[config.mk]
export PLATFORM = sky130hd
export DESIGN_NAME = unified_mem_arbiter
export DESIGN_NICKNAME = d
export VERILOG_FILES = /design/src/rtl/riscv_mem_pkg.sv /design/src/rtl/unified_mem_arbiter.sv
export SDC_FILE = /design/constraint.sdc
export NUM_CORES = 1
export LEC_CHECK = 0
export ABC_AREA = 0
export CORE_AREA = 2 2 109 111
export DETAILED_ROUTE_END_ITERATION = 8
export DIE_AREA = 0 0 111 113
export HOLD_SLACK_MARGIN = 0.02
export SLEW_MARGIN = 20
export SYNTH_ARGS = -nofsm -noshare
export SYNTH_HDL_FRONTEND = slang
export SYNTH_SLANG_ARGS = --single-unit
[constraint.sdc]
create_clock -name clk -period 1.85 [get_ports clk]
set_input_delay 0.2775 -clock clk [delete_from_list [all_inputs] [get_ports clk]]
set_output_delay 0.2775 -clock clk [all_outputs]
set_load 0.005 [all_outputs]
[src/rtl/riscv_mem_pkg.sv]
`default_nettype none
// ============================================================================
// Module      : riscv_mem_pkg
// Description : Shared types and width defaults for the unified memory
//               arbiter: response-owner state encoding, requester ids and
//               default address/data/counter widths.
// Revision    : 1.0 - initial release
// ============================================================================
package riscv_mem_pkg;

    localparam int ADDR_W_DEF = 32;
    localparam int DATA_W_DEF = 32;
    localparam int CNT_W_DEF  = 16;

    // Owner of the read response due in the current cycle.
    typedef enum logic [1:0] {
        IDLE   = 2'd0,
        RESP_I = 2'd1,
        RESP_D = 2'd2
    } resp_state_e;

    // Requester identity, used for the last-granted round-robin record.
    typedef enum logic {
        REQ_IF = 1'b0,
        REQ_D  = 1'b1
    } req_id_e;

endpackage : riscv_mem_pkg
`default_nettype wire

[src/rtl/unified_mem_arbiter.sv]
`default_nettype none
// ============================================================================
// Module      : unified_mem_arbiter
// Description : Two-requester (fetch / data) arbiter in front of a single
//               port synchronous memory with one-cycle read latency.
//               Round-robin on conflict, combinational grant and memory
//               drive, registered response routing, saturating count of
//               conflict cycles.
// Ports       : clk, reset            - clock, synchronous active-high reset
//               if_*                  - instruction fetch request/response
//               d_*                   - data load/store request/response
//               mem_*                 - memory port (rdata valid 1 cycle
//                                       after a read enable)
//               conflict_cnt, busy    - status
// Revision    : 1.0 - initial release
// ============================================================================
module unified_mem_arbiter
    import riscv_mem_pkg::*;
#(
    parameter int ADDR_W = ADDR_W_DEF,
    parameter int DATA_W = DATA_W_DEF,
    parameter int CNT_W  = CNT_W_DEF
) (
    input  logic              clk,
    input  logic              reset,
    // fetch port
    input  logic              if_req,
    input  logic [ADDR_W-1:0] if_addr,
    output logic              if_gnt,
    output logic              if_rvalid,
    output logic [DATA_W-1:0] if_rdata,
    // data port
    input  logic              d_req,
    input  logic              d_we,
    input  logic [ADDR_W-1:0] d_addr,
    input  logic [DATA_W-1:0] d_wdata,
    output logic              d_gnt,
    output logic              d_rvalid,
    output logic [DATA_W-1:0] d_rdata,
    // memory port
    output logic              mem_en,
    output logic              mem_we,
    output logic [ADDR_W-1:0] mem_addr,
    output logic [DATA_W-1:0] mem_wdata,
    input  logic [DATA_W-1:0] mem_rdata,
    // status
    output logic [CNT_W-1:0]  conflict_cnt,
    output logic              busy
);

    localparam logic [CNT_W-1:0] CNT_ONE = {{(CNT_W-1){1'b0}}, 1'b1};
    localparam logic [CNT_W-1:0] CNT_MAX = {CNT_W{1'b1}};

    resp_state_e      state;
    resp_state_e      state_next;
    req_id_e          last_gnt;
    logic [CNT_W-1:0] cnt;
    logic             conflict;
    logic             grant_if;
    logic             grant_d;

    // Data wins a conflict whenever fetch was the most recent grant; the
    // reset value of last_gnt (REQ_IF) therefore hands data the first one.
    always_comb begin
        conflict = ~reset & if_req & d_req;
        grant_d  = ~reset & d_req & (~if_req | (last_gnt == REQ_IF));
        grant_if = ~reset & if_req & ~grant_d;
    end

    always_comb begin
        if_gnt    = grant_if;
        d_gnt     = grant_d;
        mem_en    = grant_if | grant_d;
        mem_we    = grant_d & d_we;
        mem_addr  = grant_d ? d_addr : (grant_if ? if_addr : '0);
        mem_wdata = grant_d ? d_wdata : '0;
    end

    // Stores complete in the grant cycle, so only loads and fetches leave a
    // response pending for the next cycle.
    always_comb begin
        state_next = IDLE;
        if (grant_if) begin
            state_next = RESP_I;
        end else if (grant_d && !d_we) begin
            state_next = RESP_D;
        end
    end

    always_ff @(posedge clk) begin
        if (reset) begin
            state    <= IDLE;
            last_gnt <= REQ_IF;
            cnt      <= '0;
        end else begin
            state <= state_next;
            if (grant_if) begin
                last_gnt <= REQ_IF;
            end else if (grant_d) begin
                last_gnt <= REQ_D;
            end
            if (conflict && (cnt != CNT_MAX)) begin
                cnt <= cnt + CNT_ONE;
            end
        end
    end

    // Outputs are masked by reset so that a response pending when reset
    // asserts is dropped in the reset cycle itself, not one cycle later.
    always_comb begin
        if_rvalid    = ~reset & (state == RESP_I);
        d_rvalid     = ~reset & (state == RESP_D);
        if_rdata     = if_rvalid ? mem_rdata : '0;
        d_rdata      = d_rvalid  ? mem_rdata : '0;
        busy         = if_rvalid | d_rvalid;
        conflict_cnt = reset ? '0 : cnt;
    end

endmodule : unified_mem_arbiter
`default_nettype wire

==> implementation parameters <==
Parameter                              Value

STA
  Worst-margin pin slew ... 309 ps
  Maximum clock frequency ... 0.519 GHz
  Count of final setup violators ... 17
  Final critical delay including setup and external delays ... 1930 ps
  Number of hold violations in the final report ... 0
  Worst max-slew margin expressed relative to the limit ... 0.792
  Period Utilization, post-route ... 1.04
  Setup repair after global routing missed its margin ... yes
  Final critical-path setup slack ... -76.8 ps
  Worst clock skew on the final layout ... ~4 ps
  Max Slew Vio Count ... 0

Layout
  Share of final-layout standard cells stronger than drive strength 1 ... 0.226
  Sequential cell area ... around 380 sq um
  Final standard cell utilization of the core ... 0.485
  Commonest cells after routing, fill and taps aside ... sky130_fd_sc_hd__clkdlybuf4s50_1 (148), sky130_fd_sc_hd__and2_1 (64), sky130_fd_sc_hd__dlygate4sd2_1 (64)
  Most frequent standard cell in the layout excluding fill and tap cells ... sky130_fd_sc_hd__clkdlybuf4s50_1
  Multi-input combinational cell area ... 1600 sq um
  N_diodes ... 0
  Number of fillers in the final layout ... approximately 1.1k
  Area Overhead vs Synth ... 165%
  Number of nets in the layout ... between 700 and 800

Drt
  Antenna viol nets, final ... 0
  Starting DRC count in detailed routing ... around 160
  Average wire length per cell after detail routing ... ~17 microns
  Post-DR vias/cell ... approximately 4.5
  Number of DRC violations after detailed routing ... 0
  Routed Wire Length ... about 12,000 microns
  Total via count in the routed design ... approximately 3.3k
  Number of iterations in the first detailed-routing pass ... 4

Global route
  Pin count of the biggest net entering global routing ... 35
  Most crowded layer after global routing ... met2
  All-Layer GR Usage ... 0.178
  GR met1 Demand/Resource ... 0.216
  Remaining global-route overflow ... 0
  Number of global-route vias before repair ... between 3k and 4k
  Met2 Track Usage GR ... 0.324
  Global routing met3 resource utilization ... 0.0375
  Wire length of the first global-routing pass ... between 15,000 and 20,000 microns
  Initial antenna violation count ... 0

Clock tree
  TritonCTS buffer count ... 3
  Clock tree from TritonCTS ... built
  Clk sink count ... 19
  Max clock buf depth ... 2
  Clk slew on worst S/H paths ... around 50 ps
  Clock tree root buffer cell ... sky130_fd_sc_hd__clkbuf_16
  Clock latency on the worst-skew pair ... 250 ps
  H-tree level count ... 1

Place
  Total of buffers placed on input and output ports ... 283
  Final Wtd Congestion ... 0.914
  Half-perimeter wire length of the detailed placement result ... approximately 9400 microns

Outcome
  Status ... finished with violations
  Violated checks ... setup timing

Logic synthesis
  Simple-gate portion of the synthesized area ... 0.512
  Synthesized area per cell ... roughly 7.6 sq um
  Compound-Gate Fraction of Synth Area ... 0.184
  Cells after Synth ... between 200 and 300
  Number of nets in the synthesized netlist ... 405
  Number of flops mapped to enable cells by yosys ... 0
  Count of distinct cell types in the synthesized netlist ... 36
  Adder and majority gate portion of the synthesized area ... 0.00606
  Register bit count reported by yosys ... 19
  Share of cell area taken by muxes after synthesis ... 0.0436
  Number of warnings reported in the yosys synthesis log ... 0
  Post-Syn Area ... 2060 sq um
  Main combinational cell family by area after synthesis ... simple AND/OR/NAND/NOR gates
  Primary FF master, synth ... sky130_fd_sc_hd__dfxtp_1
  Xor and xnor area share after synthesis ... 0.00848
  Share of synthesized flip-flops with an asynchronous set or reset ... 0
  Sequential share of the synthesized area ... 0.184

Worst setup path
  Largest incremental delay on the critical path ... 340 ps
  Crit Path Class ... register to output port
  Arrival time of data at the critical path endpoint ... ~1700 ps
  Launch point of the critical path ... last_gnt$_SDFFE_PP0P_
  Most frequent cell on the critical path ... sky130_fd_sc_hd__buf_6
  Cell type group with the largest total delay on the critical path ... buffers and inverters
  Worst Path Required ... about 1600 ps
  Startpoint of the worst register-to-register path ... cnt[0]$_SDFFE_PP0P_
  CP Capture Type ... output port
  Cells traversed along the worst timing path ... a21oi_4, and2_4, nor3b_4, buf_6, buf_12, buf_6, a22o_1, buf_2
  Crit-path max FO ... 5
  CP Launch Type ... register
  Worst path buffer plus inverter count ... 4
  Slowest-stage cell, CP ... sky130_fd_sc_hd__dfxtp_2

Die
  Floorplan die height ... approximately 110 microns
  Core ar. ... roughly 11,000 sq um
  Die area ... between 10,000 and 15,000 sq um
  Initial core utilization ... 0.183
  Die width ... roughly 110 microns
  Ports placed on the boundary ... between 200 and 300
  Site row count ... 39

Hold path
  Class of the most critical hold timing path ... input port to register
  Hold Path Origin ... reset

Power
  Power per cell area ... between 300 and 400 nW/um^2
  Static leakage power ... 2.89 nW
  Final Power ... about 1.7 mW
  Largest vdd supply drop ... ~0.28 mV

Job
  Max-Cap Viols ... 0
[power breakdown]
part / internal, mW / switching, mW / total (mW)
Sequential: 0.417 / 0.00500 / 0.422
Clock: 0.293 / 0.152 / 0.445
Combinational: 0.532 / 0.265 / 0.798
[registers in the layout, summed over array words and instances (netlist names)]
register / cells
last_gnt: 1
cnt: 16
state: 2
[timing repair]
action | in CTS | in global routing
gates resized for setup | 250 | 60
setup buffers | 9 | 11
cloned | 5 | 3
hold buffers | 0 | 0
pin swaps | 15 | 18
setup endpoints to repair | 161 | 47
[cell usage after synthesis (2+ instances only)]
library cell	count	share of area
sky130_fd_sc_hd__nor3_1	4	0.0097
sky130_fd_sc_hd__nor2_1	10	0.018
sky130_fd_sc_hd__mux2_2	8	0.044
sky130_fd_sc_hd__a21oi_1	4	0.0097
sky130_fd_sc_hd__o21ai_0	6	0.015
sky130_fd_sc_hd__and3_1	33	0.10
sky130_fd_sc_hd__buf_4	3	0.011
sky130_fd_sc_hd__or2_2	2	0.0061
sky130_fd_sc_hd__dfxtp_1	19	0.18
sky130_fd_sc_hd__nand4_4	2	0.021
sky130_fd_sc_hd__buf_2	6	0.015
sky130_fd_sc_hd__nor2b_1	18	0.055
sky130_fd_sc_hd__nand2_1	6	0.011
sky130_fd_sc_hd__nor3b_1	3	0.011
sky130_fd_sc_hd__or4_1	3	0.011
sky130_fd_sc_hd__clkbuf_1	15	0.027
sky130_fd_sc_hd__nand4_1	3	0.0091
sky130_fd_sc_hd__xnor2_1	2	0.0085
sky130_fd_sc_hd__o41ai_1	2	0.0085
sky130_fd_sc_hd__nor4_1	3	0.0091
sky130_fd_sc_hd__nand3_1	9	0.022
sky130_fd_sc_hd__a22o_1	32	0.14
sky130_fd_sc_hd__and2_1	65	0.20
[worst paths after layout]
kind,to,slack (ps),depth (start not counted)
worst max-delay path,mem_addr[7],-80,8
worst min-delay path,state[0]$_SDFF_PP0_,420,3
worst max register to register,cnt[10]$_SDFFE_PP0P_,150,6
worst min register to register,last_gnt$_SDFFE_PP0P_,490,1
[through the flow]
| stage | cells | TNS (ps) | area, sq um | setup WS, ps | hold slack, ps |
|---|---|---|---|---|---|
| detailed placement | 697 | -74340 | 5220 | -716 | 473 |
| finish | 727 | -455 | 5460 | -76.8 | 425 |
| floorplan | 271 | 0 | 2060 | 82.0 | 349 |
| global route | 727 | -2260 | 5460 | -149 | 458 |
| global placement | 697 | -72630 | 5220 | -726 | 470 |
| CTS | 715 | -3560 | 5350 | -135 | 407 |
[metal layers]
metal,vias up,routed length (microns),part of all wire
met3,16,801,0.065
met2,169,6060,0.49
li1,1601,-,-
met4,0,193,0.016
met5,-,0,0
met1,1471,5280,0.43
[final cells by class]
cell class	instances	area share
inverters	1	0.000687
clock buffers	4	0.0144
repair buffers	335	0.588
flip-flops and latches	19	0.0703
multi-input cells	225	0.294
well taps	143	0.0328
[cells by family after synthesis]
| group | Yosys count |
|---|---|
| AOI/OAI and AO/OA | 48 |
| and+or+nand+nor | 166 |
| DFF | 19 |
| xor gates and xnor gates | 2 |
| adders and majority gates | 1 |
| buffers and inverters | 27 |
| muxes | 8 |
[worst reg2reg max path: stages (launching register included)]
cell	delay, ps
sky130_fd_sc_hd__dfxtp_1	320
sky130_fd_sc_hd__ha_1	250
sky130_fd_sc_hd__nand3_1	150
sky130_fd_sc_hd__nor4_4	50
sky130_fd_sc_hd__buf_4	160
sky130_fd_sc_hd__nor4_1	290
sky130_fd_sc_hd__mux2_2	370
No activity file was read; power rests on OpenSTA's default activity.
